File: config.mk
export PLATFORM = sky130hd
export DESIGN_NAME = mips_instr_encoder
export DESIGN_NICKNAME = d
export VERILOG_FILES = /design/src/rtl/mips_instr_encoder.sv
export SDC_FILE = /design/constraint.sdc
export NUM_CORES = 1
export LEC_CHECK = 0
export CORE_ASPECT_RATIO = 1.25
export CORE_MARGIN = 2
export CORE_UTILIZATION = 52
export DETAILED_ROUTE_END_ITERATION = 16
export GPL_ROUTABILITY_DRIVEN = 0
export GPL_TIMING_DRIVEN = 0
export HOLD_SLACK_MARGIN = 0.1
export PLACE_DENSITY = 0.78
export SLEW_MARGIN = 30
export SYNTH_ARGS = -nofsm -noshare
export SYNTH_HDL_FRONTEND = slang
export SYNTH_SLANG_ARGS = --single-unit
File: constraint.sdc
create_clock -name clk -period 3.4 [get_ports clk]
set_input_delay 0.68 -clock clk [delete_from_list [all_inputs] [get_ports clk]]
set_output_delay 0.68 -clock clk [all_outputs]
set_load 0.005 [all_outputs]
File: src/rtl/mips_instr_encoder.sv
// Field-level MIPS instruction encoder with an output FIFO and sequential word addressing.
// Optional branch delay-slot NOP insertion is enabled by defining MIPS_ENC_DELAY_SLOT_EN.
module mips_instr_encoder #(
  parameter int unsigned DEPTH = 4,
  parameter int unsigned ADDR_W = 9,
  parameter logic [ADDR_W-1:0] BASE_ADDR = '0
) (
  input  logic              clk,
  input  logic              reset,
  input  logic              in_valid,
  output logic              in_ready,
  input  logic [5:0]        in_op,
  input  logic [4:0]        in_rs,
  input  logic [4:0]        in_rt,
  input  logic [4:0]        in_rd,
  input  logic [4:0]        in_shamt,
  input  logic [15:0]       in_imm,
  input  logic [25:0]       in_target,
  output logic              out_valid,
  input  logic              out_ready,
  output logic [31:0]       out_word,
  output logic [ADDR_W-1:0] out_addr,
  output logic              illegal_op,
  output logic [7:0]        err_count
);

  localparam int unsigned PtrW = $clog2(DEPTH);
  localparam logic [PtrW:0] PtrOne = (PtrW + 1)'(1);

  logic [31:0]       mem_q [DEPTH];
  logic [PtrW:0]     wr_ptr_q, rd_ptr_q;
  logic [ADDR_W-1:0] out_addr_q;
  logic              illegal_q;
  logic [7:0]        err_count_q;

  logic        full, empty, accept, push, pop;
  logic        slot_push, slot_block;
  logic [31:0] enc_word, push_word;

  function automatic logic [31:0] r_word(logic [4:0] rs, logic [4:0] rt, logic [4:0] rd,
                                         logic [4:0] sh, logic [5:0] funct);
    return {6'b000000, rs, rt, rd, sh, funct};
  endfunction

  function automatic logic [31:0] i_word(logic [5:0] opc, logic [4:0] rs, logic [4:0] rt,
                                         logic [15:0] imm);
    return {opc, rs, rt, imm};
  endfunction

  // Shifts drop rs, all other R-types drop shamt; fixed-zero fields are forced here.
  always_comb begin
    enc_word = '0;
    case (in_op[4:0])
      5'd0:    enc_word = '0;
      5'd1:    enc_word = r_word(in_rs, in_rt, in_rd, 5'd0, 6'h20);
      5'd2:    enc_word = r_word(in_rs, in_rt, in_rd, 5'd0, 6'h21);
      5'd3:    enc_word = r_word(in_rs, in_rt, in_rd, 5'd0, 6'h22);
      5'd4:    enc_word = r_word(in_rs, in_rt, in_rd, 5'd0, 6'h23);
      5'd5:    enc_word = r_word(in_rs, in_rt, in_rd, 5'd0, 6'h24);
      5'd6:    enc_word = r_word(in_rs, in_rt, in_rd, 5'd0, 6'h25);
      5'd7:    enc_word = r_word(in_rs, in_rt, in_rd, 5'd0, 6'h26);
      5'd8:    enc_word = r_word(in_rs, in_rt, in_rd, 5'd0, 6'h27);
      5'd9:    enc_word = r_word(in_rs, in_rt, in_rd, 5'd0, 6'h2A);
      5'd10:   enc_word = r_word(in_rs, in_rt, in_rd, 5'd0, 6'h2B);
      5'd11:   enc_word = r_word(5'd0, in_rt, in_rd, in_shamt, 6'h00);
      5'd12:   enc_word = r_word(5'd0, in_rt, in_rd, in_shamt, 6'h02);
      5'd13:   enc_word = r_word(5'd0, in_rt, in_rd, in_shamt, 6'h03);
      5'd14:   enc_word = r_word(in_rs, 5'd0, 5'd0, 5'd0, 6'h08);
      5'd15:   enc_word = r_word(in_rs, 5'd0, in_rd, 5'd0, 6'h09);
      5'd16:   enc_word = r_word(5'd0, 5'd0, in_rd, 5'd0, 6'h10);
      5'd17:   enc_word = r_word(5'd0, 5'd0, in_rd, 5'd0, 6'h12);
      5'd18:   enc_word = i_word(6'b001000, in_rs, in_rt, in_imm);
      5'd19:   enc_word = i_word(6'b001001, in_rs, in_rt, in_imm);
      5'd20:   enc_word = i_word(6'b001100, in_rs, in_rt, in_imm);
      5'd21:   enc_word = i_word(6'b001101, in_rs, in_rt, in_imm);
      5'd22:   enc_word = i_word(6'b001111, 5'd0, in_rt, in_imm);
      5'd23:   enc_word = i_word(6'b100011, in_rs, in_rt, in_imm);
      5'd24:   enc_word = i_word(6'b101011, in_rs, in_rt, in_imm);
      5'd25:   enc_word = i_word(6'b100000, in_rs, in_rt, in_imm);
      5'd26:   enc_word = i_word(6'b000100, in_rs, in_rt, in_imm);
      5'd27:   enc_word = i_word(6'b000101, in_rs, in_rt, in_imm);
      5'd28:   enc_word = {6'b000010, in_target};
      5'd29:   enc_word = {6'b000011, in_target};
      5'd30:   enc_word = i_word(6'b000001, in_rs, 5'b10000, in_imm);
      5'd31:   enc_word = i_word(6'b000001, in_rs, 5'b10001, in_imm);
      default: enc_word = '0;
    endcase
  end

  assign empty = (wr_ptr_q == rd_ptr_q);
  assign full  = (wr_ptr_q[PtrW] != rd_ptr_q[PtrW]) &&
                 (wr_ptr_q[PtrW-1:0] == rd_ptr_q[PtrW-1:0]);

  assign in_ready  = reset && !full && !slot_block;
  assign accept    = in_valid && in_ready;
  assign push      = (accept && !in_op[5]) || slot_push;
  assign push_word = slot_push ? 32'h0000_0000 : enc_word;
  assign pop       = out_valid && out_ready;

`ifdef MIPS_ENC_DELAY_SLOT_EN
  typedef enum logic {StIdle, StSlot} state_e;
  state_e state_q, state_d;
  logic   is_ct;

  assign is_ct = !in_op[5] && ((in_op[4:0] == 5'd14) || (in_op[4:0] == 5'd15) ||
                               (in_op[4:0] >= 5'd26));

  always_ff @(posedge clk) begin
    if (!reset) state_q <= StIdle;
    else        state_q <= state_d;
  end

  // The NOP waits in SLOT until there is room, so it always lands right after the branch.
  always_comb begin
    state_d    = state_q;
    slot_push  = 1'b0;
    slot_block = 1'b0;
    case (state_q)
      StIdle: if (accept && is_ct) state_d = StSlot;
      StSlot: begin
        slot_block = 1'b1;
        if (!full) begin
          slot_push = 1'b1;
          state_d   = StIdle;
        end
      end
      default: state_d = StIdle;
    endcase
  end
`else
  assign slot_push  = 1'b0;
  assign slot_block = 1'b0;
`endif

  always_ff @(posedge clk) begin
    if (push) mem_q[wr_ptr_q[PtrW-1:0]] <= push_word;
  end

  always_ff @(posedge clk) begin
    if (!reset) begin
      wr_ptr_q    <= '0;
      rd_ptr_q    <= '0;
      out_addr_q  <= BASE_ADDR;
      illegal_q   <= 1'b0;
      err_count_q <= '0;
    end else begin
      if (push) wr_ptr_q <= wr_ptr_q + PtrOne;
      if (pop) begin
        rd_ptr_q   <= rd_ptr_q + PtrOne;
        out_addr_q <= out_addr_q + ADDR_W'(1);
      end
      illegal_q <= accept && in_op[5];
      if (accept && in_op[5] && (err_count_q != 8'hFF)) err_count_q <= err_count_q + 8'd1;
    end
  end

  assign out_valid  = !empty;
  assign out_word   = mem_q[rd_ptr_q[PtrW-1:0]];
  assign out_addr   = out_addr_q;
  assign illegal_op = illegal_q;
  assign err_count  = err_count_q;

endmodule

==> results.tsv <==
metric	value	unit
status	finished, final reports clean	
antenna-violating nets left	0	
Placeable Area	0.01222	mm²
RSZ-0062 raised after global routing	no	
area share of the largest cell type after synthesis	0.5708	
Slew Viols, Final	0	
DP Wirelength	10210	µm
slowest CP cell	clkdlybuf4s50_1	
CP Buf/Inv Count	4	
PwrDens	504.6	mW/mm²
post-CTS setup repair buffer count	0	
CTS tree	done	
Req. time, crit path	2.72	ns
largest net degree at the start of global routing	19	
Clock Tree Buf Depth	2	
die height	129.2	µm
number of global-route vias before repair	4342	
WL met3	1028	µm
Post-Layout Cell Count	754	
Main synth FF type	edfxtp_1	
mapped cell area	0.006524	mm²
placed cells	722	
TNS Setup	0	ns
Multi-input gate area	0.002155	mm²
Inserted Clock Buffers	17	
register area share after synthesis	0.6506	
gr ovfl total	0	
cells after synthesis	432	
count leader, synth	edfxtp_1	
#FFs+latches synth	150	
antenna cells	0	
Synth Area in Adders	0.01343	
Clock Latency Late Sink	0.42	ns
die area	0.01346	mm²
sequential power share	0.469	
WHS	0.4842	ns
Clock Sinks	150	
fin crit period	3.094	ns
per-cell routed wire length	19.62	µm
setup violators final	0	
final-stage net count	656	
FILL cells	825	
Routed WL	14790	µm
Comb pwr share	0.113	
I/O pin total	124	
Worst-Margin Slew	0.9903	ns
WL met2	7705	µm
post-synth top area cell	edfxtp_1	
final hold violations	0	
max incr delay on CP	0.62	ns
cell family with most CP delay	buffers and inverters	
Worst setup SP type	primary input	
hold buffers post-CTS	0	
largest cells by area after synthesis	edfxtp_1 (57%), mux4_2 (11%), dfxtp_1 (8.0%), a22o_1 (2.0%), a21oi_1 (1.7%)	
mux cell area share after synthesis	0.1178	
Clk pwr share	0.418	
Synth top cells by count	edfxtp_1 (124), mux4_2 (31), nand2_1 (27), dfxtp_1 (26), a21oi_1 (22)	
clock root buffer	clkbuf_16	
Via Count	4335	
synthesized-area fraction occupied by xor and xnor cells	0.01726	
Pleak	0.002920	µW
layout cells sized above 1	0.1441	
worst path cell trace	clkdlybuf4s50_1 > inv_1 > clkbuf_1 > a31oi_1 > clkdlybuf4s50_1	
Syn Area/Cell	15.10	µm²
area growth from synthesis to layout	32.55	%
VDD IR max	0.3597	mV
Die Span X	104.2	µm
initial antenna violation count	0	
crit path max fanout	10	
Clk pin slew, worst setup/hold paths	0.06	ns
CTS-repair resized insts	0	
Synth Area in Compound Gates	0.1064	
Simple-Gate Fraction of Synth Area	0.07403	
Tcrit/Tclk final	0.9101	
Switching Share	0.2223	
clk_skew	0.006989	ns
NetSw	970.2	µW
number of iterations in the first detailed-routing pass	5	
Via density	5.749	
M1 WL	5898	µm
Seq. cell area	0.004244	mm²
max cap viols	0	
Hold Path Class	reg2reg	
cell mode on critical path	clkdlybuf4s50_1	
Critical Path End Type	primary output	
async set or reset register ratio after synthesis	0	
Syn Nets	511	
first-pass GRT wire length	22940	µm
Top Layer Used	met4	
num rows	45	
EDFF count, synth	124	
arrival time worst endpoint	2.41	ns
Ys Warns	0	
IO Port Bufs	122	
Setup CP Type	in2out	
H-tree depth	4	
Rel. slew slack	0.3342	
initial core utilization	0.5339	
Synth cell types	53	
r2r setup slk	0.84	ns
Internal Power	3393	µW
largest family of logic cells by synthesized area	multiplexers	
DRC Markers	0	
Overall Global Routing Usage	0.2253	
Fmax	0.3232	GHz
Initial DRC Count	388	
[per-stage QoR]
step	utilization	setup slack [ns]	total power [µW]	cell area [µm²]
floorplan	-	0.8965	2325	6524
global placement	0.6507	-0.4249	2558	7950
detailed placement	0.6601	0.1724	2575	8065
CTS	0.7077	0.2736	4391	8647
global route	0.7077	0.1673	4504	8647
finish	0.7077	0.3055	4363	8647
[routing by layer]
layer | global-route usage | vias up
met4 | 0.05723 | 0
met2 | 0.3951 | 182
li1 | - | 2016
met5 | 0 | -
met3 | 0.06942 | 15
met1 | 0.2754 | 2122
[cells by family (layout without fill, tap and decap cells)]
family,Yosys count,in the layout
buf+inv,31,189
simple gates,95,95
mux,38,38
xor+xnor,12,12
flops,150,150
fa+ha+maj,7,7
other cells,1,1
compound gates,98,98
[flip-flops by register name, summed over array words and instances, names as in the netlist, named ones only]
name	count
rd_ptr_q	3
mem_q	124
illegal_op	1
out_addr	9
err_count	8
wr_ptr_q	3
[worst paths after layout]
kind / endpoint / depth (start not counted) / from
hold reg to reg: out_addr[8] / 2 / out_addr[8]
setup / recovery: in_ready / 5 / reset
setup reg to reg: mem_q[1][29] / 4 / wr_ptr_q[0]
hold / removal: out_addr[8] / 2 / out_addr[8]
[layout make-up]
type / count / area share
buffer: 23 / 0.01158
clock buffer: 18 / 0.04963
clock inverter: 14 / 0.01765
sequential: 150 / 0.4908
multi-input combinational: 251 / 0.2492
timing repair buffer: 126 / 0.1540
tap: 164 / 0.02373
inverter: 8 / 0.003473
[cells in the final DEF (no fill, tap or decap), types with 5 or more instances in the layout]
cell,synthesis,final
a21oi_1,22,22
clkbuf_1,14,15
mux4_2,31,31
clkbuf_16,0,17
buf_2,5,5
o21ai_0,17,17
nand3_1,12,12
a22oi_1,10,10
nor2_1,17,17
a22o_1,15,15
a21o_1,5,5
nand2_1,27,27
edfxtp_1,124,124
clkdlybuf4s50_1,0,122
mux2i_1,7,7
xor2_1,7,7
ha_1,7,7
nor2b_1,5,5
dfxtp_1,26,26
inv_1,7,7
[worst reg2reg max path, stage by stage, from the launching register on]
cell and delay [ns]:
dfxtp_1 0.48, xnor2_1 0.20, a311oi_1 0.74, and2_2 0.61, buf_16 0.24
[power groups by stage]
stage	clock network (µW)	logic, µW	registers (µW)
final	1830	492	2050
after global routing	1930	530	2050
after CTS	1850	495	2050
after detailed placement	0	490	2080
after global placement	0	475	2080
after floorplan	0	245	2080
Note: power is estimated with default switching activity, not from simulation.
